[src/rtl/spi_burst_pkg.sv]
// spi_burst_pkg: shared FSM state encoding and default FIFO depth
// for the SPI burst sequencer and its FIFOs.
package spi_burst_pkg;

    localparam int DEFAULT_DEPTH = 16;

    typedef enum logic [1:0] {
        IDLE  = 2'd0,
        REQ   = 2'd1,
        XFER  = 2'd2,
        STORE = 2'd3
    } state_e;

endpackage

[src/rtl/sync_fifo.sv]
// sync_fifo: 8-bit first-word fall-through FIFO, DEPTH entries.
// Ports: clk_i/rst_ni (sync, active-low), push_i/data_i in, pop_i,
//        data_o (head, 0 when empty), full_o, empty_o, count_o.
module sync_fifo
    import spi_burst_pkg::*;
#(
    parameter int DEPTH = DEFAULT_DEPTH,
    localparam int AW = $clog2(DEPTH)
) (
    input  logic        clk_i,
    input  logic        rst_ni,
    input  logic        push_i,
    input  logic [7:0]  data_i,
    input  logic        pop_i,
    output logic [7:0]  data_o,
    output logic        full_o,
    output logic        empty_o,
    output logic [AW:0] count_o
);

    localparam logic [AW:0]   DEPTH_L = (AW+1)'(DEPTH);
    localparam logic [AW:0]   CNT_ONE = (AW+1)'(1);
    localparam logic [AW-1:0] PTR_ONE = AW'(1);

    logic [7:0]    mem_q [DEPTH];
    logic [AW-1:0] wr_q;
    logic [AW-1:0] rd_q;
    logic [AW:0]   cnt_q;
    logic [AW:0]   cnt_d;
    logic          do_push;
    logic          do_pop;

    assign full_o  = (cnt_q == DEPTH_L);
    assign empty_o = (cnt_q == '0);
    assign count_o = cnt_q;
    assign data_o  = empty_o ? 8'h00 : mem_q[rd_q];

    // Overflowing pushes and underflowing pops are silently dropped.
    assign do_push = push_i && !full_o;
    assign do_pop  = pop_i && !empty_o;

    always_comb begin
        cnt_d = cnt_q;
        case ({do_push, do_pop})
            2'b10:   cnt_d = cnt_q + CNT_ONE;
            2'b01:   cnt_d = cnt_q - CNT_ONE;
            default: cnt_d = cnt_q;
        endcase
    end

    always_ff @(posedge clk_i) begin
        if (!rst_ni) begin
            wr_q  <= '0;
            rd_q  <= '0;
            cnt_q <= '0;
        end else begin
            if (do_push) wr_q <= wr_q + PTR_ONE;
            if (do_pop)  rd_q <= rd_q + PTR_ONE;
            cnt_q <= cnt_d;
        end
    end

    always_ff @(posedge clk_i) begin
        if (do_push) mem_q[wr_q] <= data_i;
    end

endmodule

[src/rtl/spi_burst.sv]
// spi_burst: multi-byte burst sequencer in front of the SPI byte engine.
// Ports: host TX/RX FIFO handshakes, start/len/busy/done/err control,
//        spi_* handshake to the byte engine. Sync active-low rst.
module spi_burst
    import spi_burst_pkg::*;
#(
    parameter int DEPTH = DEFAULT_DEPTH,
    localparam int AW = $clog2(DEPTH)
) (
    input  logic        clk,
    input  logic        rst,
    input  logic [7:0]  tx_data,
    input  logic        tx_valid,
    output logic        tx_ready,
    output logic [7:0]  rx_data,
    output logic        rx_valid,
    input  logic        rx_ready,
    input  logic        start,
    input  logic [AW:0] len,
    output logic        busy,
    output logic        done,
    output logic        err,
    output logic [7:0]  spi_data_in,
    output logic        spi_ready_send,
    input  logic [7:0]  spi_data_out,
    input  logic        spi_busy
);

    localparam logic [AW:0] DEPTH_L = (AW+1)'(DEPTH);
    localparam logic [AW:0] ONE     = (AW+1)'(1);

    state_e      state_q;
    logic [AW:0] remaining_q;
    logic [AW:0] remaining_d;
    logic [7:0]  data_in_q;
    logic        send_q;
    logic        done_q;
    logic        err_q;

    logic [7:0]  tx_head;
    logic        tx_full;
    logic        tx_empty;
    logic [AW:0] tx_count;
    logic        rx_full;
    logic        rx_empty;
    logic [AW:0] rx_count;

    logic        accept;
    logic        store_ok;
    logic        tx_pop;
    logic        rx_push;
    logic        unused_ok;

    assign unused_ok = ^{rx_count, tx_empty};

    assign accept = (state_q == IDLE) && start && (len != '0)
                  && (len <= DEPTH_L) && (tx_count >= len);

    // The stall decision uses the registered full flag, so a same-cycle
    // host pop on a full RX FIFO still costs one extra STORE cycle.
    assign store_ok    = (state_q == STORE) && !rx_full;
    assign rx_push     = store_ok;
    assign tx_pop      = accept || (store_ok && (remaining_q != ONE));
    assign remaining_d = remaining_q - ONE;

    assign tx_ready       = !tx_full;
    assign rx_valid       = !rx_empty;
    assign busy           = (state_q != IDLE);
    assign done           = done_q;
    assign err            = err_q;
    assign spi_data_in    = data_in_q;
    assign spi_ready_send = send_q;

    sync_fifo #(.DEPTH(DEPTH)) u_tx_fifo (
        .clk_i   (clk),
        .rst_ni  (rst),
        .push_i  (tx_valid && tx_ready),
        .data_i  (tx_data),
        .pop_i   (tx_pop),
        .data_o  (tx_head),
        .full_o  (tx_full),
        .empty_o (tx_empty),
        .count_o (tx_count)
    );

    sync_fifo #(.DEPTH(DEPTH)) u_rx_fifo (
        .clk_i   (clk),
        .rst_ni  (rst),
        .push_i  (rx_push),
        .data_i  (spi_data_out),
        .pop_i   (rx_valid && rx_ready),
        .data_o  (rx_data),
        .full_o  (rx_full),
        .empty_o (rx_empty),
        .count_o (rx_count)
    );

    always_ff @(posedge clk) begin
        if (!rst) begin
            state_q     <= IDLE;
            remaining_q <= '0;
            data_in_q   <= 8'h00;
            send_q      <= 1'b0;
            done_q      <= 1'b0;
            err_q       <= 1'b0;
        end else begin
            done_q <= 1'b0;
            err_q  <= 1'b0;
            case (state_q)
                IDLE: begin
                    if (accept) begin
                        data_in_q   <= tx_head;
                        send_q      <= 1'b1;
                        remaining_q <= len;
                        state_q     <= REQ;
                    end else if (start) begin
                        err_q <= 1'b1;
                    end
                end
                REQ: begin
                    if (spi_busy) begin
                        send_q  <= 1'b0;
                        state_q <= XFER;
                    end
                end
                XFER: begin
                    if (!spi_busy) state_q <= STORE;
                end
                STORE: begin
                    if (!rx_full) begin
                        remaining_q <= remaining_d;
                        if (remaining_q == ONE) begin
                            done_q  <= 1'b1;
                            state_q <= IDLE;
                        end else begin
                            data_in_q <= tx_head;
                            send_q    <= 1'b1;
                            state_q   <= REQ;
                        end
                    end
                end
                default: state_q <= IDLE;
            endcase
        end
    end

endmodule

[config.mk]
export PLATFORM = sky130hd
export DESIGN_NAME = spi_burst
export DESIGN_NICKNAME = d
export VERILOG_FILES = /design/src/rtl/spi_burst_pkg.sv /design/src/rtl/sync_fifo.sv /design/src/rtl/spi_burst.sv
export SDC_FILE = /design/constraint.sdc
export NUM_CORES = 1
export LEC_CHECK = 0
export ABC_AREA = 0
export BUFFER_PORTS_ARGS = -buffer_cell sky130_fd_sc_hd__clkbuf_2
export CAP_MARGIN = 20
export CORE_UTILIZATION = 59
export DETAILED_ROUTE_END_ITERATION = 8
export GPL_ROUTABILITY_DRIVEN = 0
export PLACE_DENSITY = 0.81
export SYNTH_ARGS = -nofsm -noshare
export SYNTH_HDL_FRONTEND = slang
export SYNTH_SLANG_ARGS = --single-unit
export TNS_END_PERCENT = 50
[constraint.sdc]
create_clock -name clk -period 9.45 [get_ports clk]
set_clock_uncertainty 0.2 [all_clocks]
set_input_delay 0.945 -clock clk [delete_from_list [all_inputs] [get_ports clk]]
set_output_delay 0.945 -clock clk [all_outputs]
set_load 0.02 [all_outputs]
==> Yosys cells after proc, flatten, opt, wreduce, memory -nomap -nowiden <==
Memories as Yosys holds them, arrays and structs flattened. A register that Yosys moved wholly into a read port is not among the register bits.
Cells that the tools add are included.
{ "totals": {"word_cells": 108, "ramBits": 256, "latchBits": 0, "reg_bits": 44, "out_inout_bits": 22, "mem_count": 2, "mem_bits_ro": 0, "in_bits": 27} }
{ "classes": {"n_div": 0, "add_sub_neg": 9, "n_eq_ne": 16, "n_mul": 0, "bitwise_logic": 3, "muxes": 32, "reduce_logical": 32, "n_shift": 0, "order_cmp": 2} }
{ "mem_list": {"columns": ["name", "depth", "width", "rd", "rd_clocked_by_memory_dff", "wr", "line", "source"], "rows": [
  ["u_rx_fifo.mem_q", 16, 8, 1, 1, 1, "sync_fifo.sv:25", "logic [7:0] mem_q [DEPTH];"],
  ["u_tx_fifo.mem_q", 16, 8, 1, 1, 1, "sync_fifo.sv:25", null]
]} }
{ "op_table": {"columns": ["operator", "count"], "rows": [
  ["$mux 8", 5],
  ["$pmux 5 s2", 3],
  ["$add 4x1->4 const B", 4],
  ["$mux 4", 4],
  ["$pmux 8 s2", 1],
  ["$sub 5x1->5 const B", 3],
  ["$logic_and 1x1->1", 12],
  ["$mux 1", 11],
  ["$add 5x1->5 const B", 2],
  ["$eq 5x5->1 const B", 2],
  ["$logic_not 5->1", 2],
  ["$mux 5", 2],
  ["$ne 2x2->1 const B", 5],
  ["$eq 2x2->1 const B", 4],
  ["$mux 2", 4],
  ["$pmux 2 s4", 1],
  ["$reduce_and 4->1", 2],
  ["$reduce_bool 2->1", 4],
  ["$eq 2x1->1 const B", 3],
  ["$reduce_or 3->1", 2],
  ["$eq 5x1->1 const B", 1],
  ["$ge 5x5->1", 1],
  ["$le 5x5->1 const B", 1],
  ["$ne 5x1->1 const B", 1],
  ["9 further kinds", 14]
]} }

==> Longest topological paths before layout <==
{ "depth": {"word_depth": 9, "mapped_depth": 17, "depth_no_buf": 15} }

==> Cells and area by module <==
From an unflattened synthesis, not the netlist that was laid out.
{ "hier_totals": {"cells_unflattened": 787, "area_unflattened_um2": 12843.6} }
{ "by_module_without_submodules": {"columns": ["mod", "instances", "cells_per_inst", "area_per_inst_um2", "seq_area_each_um2"], "rows": [
  ["sync_fifo", 2, 319, 5810.6, 4184.0],
  ["spi_burst", 1, 149, 1222.4, 360.3]
]} }

==> Worst setup path after synthesis <==
No wires, ideal clock.
{ "synth_timing": {"path_type": "input to register", "start": "input len[2]", "end": "register u_tx_fifo.cnt_q[4], in the netlist u_tx_fifo.count_o[4]", "setup_slack_ps": 5408, "stages": 17, "arrival_time_ps": 3770, "t_required_ps": 9178, "setup_ps": 72, "cell_sequence": "inv_1 ha_1 a21oi_1 o21ai_1 a31oi_4 o21bai_1 and2_1 buf_2 ha_1 clkbuf_1 xor2_1 ha_1 a21oi_1 o21ai_1 or3_1 a31oi_1 mux2i_1"} }
{ "synth_via": {"elab_chain_len": 8, "word_cells_on_any_way": 12} }
{ "synth_lines": {"columns": ["element", "line", "source"], "rows": [
  ["start, declared", "spi_burst.sv:19", "input logic [AW:0] len,"],
  ["parallel branches: the longest is 3 deep, another holds $le 5x5->1", null, null],
  ["$logic_and 1x1->1 (*)", "spi_burst.sv:57", "&& (len <= DEPTH_L) && (tx_count >= len);"],
  ["$logic_or 1x1->1 (*)", "spi_burst.sv:63", "assign tx_pop = accept || (store_ok && (remaining_q != ONE));"],
  ["$logic_and 1x1->1 (*)", "sync_fifo.sv:40", "assign do_pop = pop_i && !empty_o;"],
  ["named net u_tx_fifo.do_pop", "sync_fifo.sv:31", "logic do_pop;"],
  ["$eq 2x1->1 / $eq 2x2->1 (equally long branches)", "sync_fifo.sv:44", "case ({do_push, do_pop})"],
  ["$pmux 5 s2 / $reduce_bool 2->1 (equally long branches)", null, null],
  ["end signal, assigned", "sync_fifo.sv:59", "cnt_q <= cnt_d;"],
  ["end, declared", "sync_fifo.sv:28", "logic [AW:0] cnt_q;"]
]} }
Mark *: on every way through the listed nets, which the timed path passes.
A chain may end at the register's enable or synchronous reset.

==> Worst setup path in the final report <==
{ "layout_timing": {"start": "register state_q[1]", "end": "register u_tx_fifo.cnt_q[4], in the netlist u_tx_fifo.count_o[4]"} }
{ "layout_via": {"elab_chain_len": 9, "word_cells_on_any_way": 14} }
{ "layout_lines": {"columns": ["element", "line", "source"], "rows": [
  ["start, declared", "spi_burst.sv:32", "state_e state_q;"],
  ["start signal, assigned", "spi_burst.sv:100", "state_q <= IDLE;"],
  ["start signal, assigned", "spi_burst.sv:115", "state_q <= REQ;"],
  ["start signal, assigned", "spi_burst.sv:123", "state_q <= XFER;"],
  ["$logic_not 2->1", "spi_burst.sv:56", "assign accept = (state_q == IDLE) && start && (len != '0)"],
  ["$logic_and 1x1->1 (2 in a row)", "spi_burst.sv:56", null],
  ["$logic_and 1x1->1 (2 in a row)", "spi_burst.sv:57", null],
  ["$logic_or 1x1->1 (*)", "spi_burst.sv:63", null],
  ["$logic_and 1x1->1 (*)", "sync_fifo.sv:40", null],
  ["$eq 2x1->1 / $eq 2x2->1 (equally long branches)", "sync_fifo.sv:44", null],
  ["$pmux 5 s2 / $reduce_bool 2->1 (equally long branches)", null, null]
]} }
Mark *: on every way between the ends. The rest lies on a longest branch, timed or not.

==> run summary <==
first-pass GRT wire length -> 38200 um
met1 GRT Util -> 29.3%
worst rel slew slack -> 36.6%
Buf+Inv Stages, Crit Path -> 1
Fin Setup TNS -> 0 ps
WHS Path Cells -> 2
Syn Area/Cell -> 17.3 um^2
Place WS -> 5070 ps
GR Util All Layers -> 23.2%
cell mode on critical path -> ha_1
CTS tree -> done
Peak VDD IR -> 0.205 mV
row cnt -> 53
met2 Use GR -> 42.0%
Core Region -> 21000 um^2
DR vias -> 6560
gr ovfl total -> 0
Avg Vias per Cell -> 6.07
fraction of registers with async set/reset -> 0%
final core occ -> 66.9%
share of cells above drive strength 1 -> 23.7%
initial antenna violation count -> 0
DR DRC count -> 0
Synthesized Nets -> 792
Worst Slack Setup Final -> 5360 ps
Initial Util -> 60.3%
Worst Path Arrival -> 4360 ps
cells after synthesis -> 735
most frequent cells after synthesis -> edfxtp_1 (256), mux4_2 (80), nor2_1 (57)
most common cell in the netlist -> edfxtp_1
RSZ-0062 raised after global routing -> false
later-pin clock latency in the skew report -> 540 ps
die width -> 149 um
GR met3 Demand/Resource -> 2.91%
leading area contributor after synthesis -> edfxtp_1
max-slew violations -> 0
CTS max path bufs -> 3
Die Y -> 149 um
post-CTS sizing -> 0
CP Launch Type -> flop
Top delay family on crit path -> compound AO/OA/AOI/OAI gates
number of I/O pins -> 49
Synth Cell Area -> 12700 um^2
iteration-0 DRC count of the detailed router -> 584
data required time of the critical path -> 9720 ps
drt pass-1 iters -> 5
Worst path slowest cell -> a211oi_1
post-DP HPWL -> 16100 um
final count of hold timing violations -> 0
final WL -> 24400 um
Final Critical Period -> 4090 ps
dominant synthesized flop cell -> edfxtp_1
I/O Buffers -> 48
sequential share of the synthesized area -> 68.8%
Post-synth EDFFs -> 256
hold-fix buffers at CTS -> 0
Root Buffer -> clkbuf_16
Sink Count -> 308
Post-CTS Setup Bufs -> 0
count of cell types in the netlist -> 52
P&R area growth vs syn -> 10.9%
grt peak-use layer -> met2
Worst-path clk slew -> 70 ps
vias in the first global route -> 6795
min-delay worst type -> reg -> reg
largest driver fanout on the critical path -> 12
Worst Tran Pin Value -> 950 ps
crit-path cells -> ha_1 -> inv_1 -> a211oi_1 -> o21bai_1 -> and2_1 -> ha_1 -> xor2_1 -> ha_1 -> a21oi_1 -> o21ai_1 -> or3_1 -> a31oi_1 -> mux2i_1
CTS Buf Count -> 29
FMAX -> 0.244 GHz
number of H-tree levels -> 1
Finish-stage setup viols -> 0
fillers -> 1288
ANT cells -> 0
status -> complete, no violations
critical path depth in cells -> 13
max incr delay on CP -> 460 ps
cells taking the most area after synthesis -> edfxtp_1 (61%), mux4_2 (14%), dfxtp_1 (8.2%)
Die ar. -> 22100 um^2
pin count of the biggest net entering global routing -> 33
crit path capture type -> flop
max cap viols -> 0
R2R cell count -> 13
Routed WL per cell -> 22.6 um
fin crit share -> 43.3%
Leak -> 4.60 nW
Total Nets Final -> 841
P per Cell Area -> 192 nW/um^2
Yosys reg bits -> 308
Routed Antenna Nets -> 0
synth warn -> 0
WS Path Type -> reg -> reg
Yosys top cell area share -> 60.6%
-- cell usage in the layout, fill, tap and decap left out, types with 4 or more instances in the layout --
cell type   netlist  layout
a21o_1            4       4
a21oi_1          27      27
and2_1           15      15
and4_1            5       5
buf_4             3       6
clkbuf_1         19       4
clkbuf_16         0      29
clkbuf_2          0      48
clkinv_1          1       7
clkinv_2          0       7
clkinvlp_4        0       4
dfxtp_1          52      48
dfxtp_2           0       4
edfxtp_1        256     256
ha_1             29      29
inv_1            26      26
mux2i_1           8       8
mux4_2           80      80
nand2_1          30      30
nand2b_1          5       5
nand3_1          14      14
nor2_1           57      57
nor2b_1          14      14
nor3_1            6       6
o21ai_0           4       4
o21ai_1           4       4
xnor2_1           6       6
xor2_1           14      14
-- flip-flops by register name, indices dropped and copies added (netlist names), named ones only --
signal             count
u_tx_fifo.wr_q         4
u_rx_fifo.wr_q         4
spi_data_in            8
u_rx_fifo.rd_q         4
spi_ready_send         1
u_tx_fifo.count_o      5
done                   1
u_rx_fifo.count_o      5
u_tx_fifo.mem_q      128
remaining_q            5
err                    1
state_q                2
u_rx_fifo.mem_q      128
u_tx_fifo.rd_q         4
-- power by group --
group	switching, mW	internal (mW)
Combinational	0.0828	0.0472
Clock	0.483	0.591
Sequential	0.0116	1.48
-- through the flow --
| step | power (mW) | hold WS (ps) | cells | instance area, um^2 |
|---|---|---|---|---|
| CTS | 2.71 | 259 | 1081 | 14100 |
| finish | 2.70 | 261 | 1081 | 14100 |
| detailed placement | 1.65 | 250 | 1028 | 13200 |
| global placement | 1.64 | 248 | 1027 | 13200 |
| global route | 2.77 | 289 | 1081 | 14100 |
| floorplan | 1.60 | 245 | 735 | 12700 |
-- tightest hold or removal path: stages (launching register included) --
cell and delay (ps):
dfxtp_1 310, nand2_1 50, a21oi_1 50
-- logic make-up after synthesis --
| group | after synthesis | synth area share (%) |
|---|---|---|
| AO/OA/AOI/OAI | 60 | 3.11 |
| XOR/XNOR | 20 | 1.38 |
| adder cells (fa/ha/maj) | 30 | 3.02 |
| buffers and inverters | 64 | 2.03 |
| flip-flops | 308 | 68.8 |
| multiplexers | 90 | 15.0 |
| AND/OR/NAND/NOR | 163 | 6.61 |
-- path summary, 6_finish.rpt --
path	from	slack (ps)	end
worst max-delay path	state_q[1]	5360	u_tx_fifo.count_o[4]
worst min-delay path	spi_data_in[0]	260	spi_data_in[0]
worst max register to register	state_q[1]	5360	u_tx_fifo.count_o[4]
worst min register to register	spi_data_in[0]	260	spi_data_in[0]
-- routing by layer --
layer | vias to the layer above | share of wire (%)
met5 | - | 0
met4 | 0 | 2.8
met3 | 57 | 4.0
met2 | 216 | 54
met1 | 3345 | 39
li1 | 2942 | -
-- final cells by class --
type / count / area [um^2] / area share [%]
multi-input combinational: 363 / 3690 / 26.3
tap: 275 / 344 / 2.45
timing repair buffer: 55 / 313 / 2.22
clock inverter: 20 / 135 / 0.961
sequential: 308 / 8730 / 62.1
inverter: 27 / 101 / 0.721
clock buffer: 33 / 741 / 5.27
(Power assumes the default switching activity.)
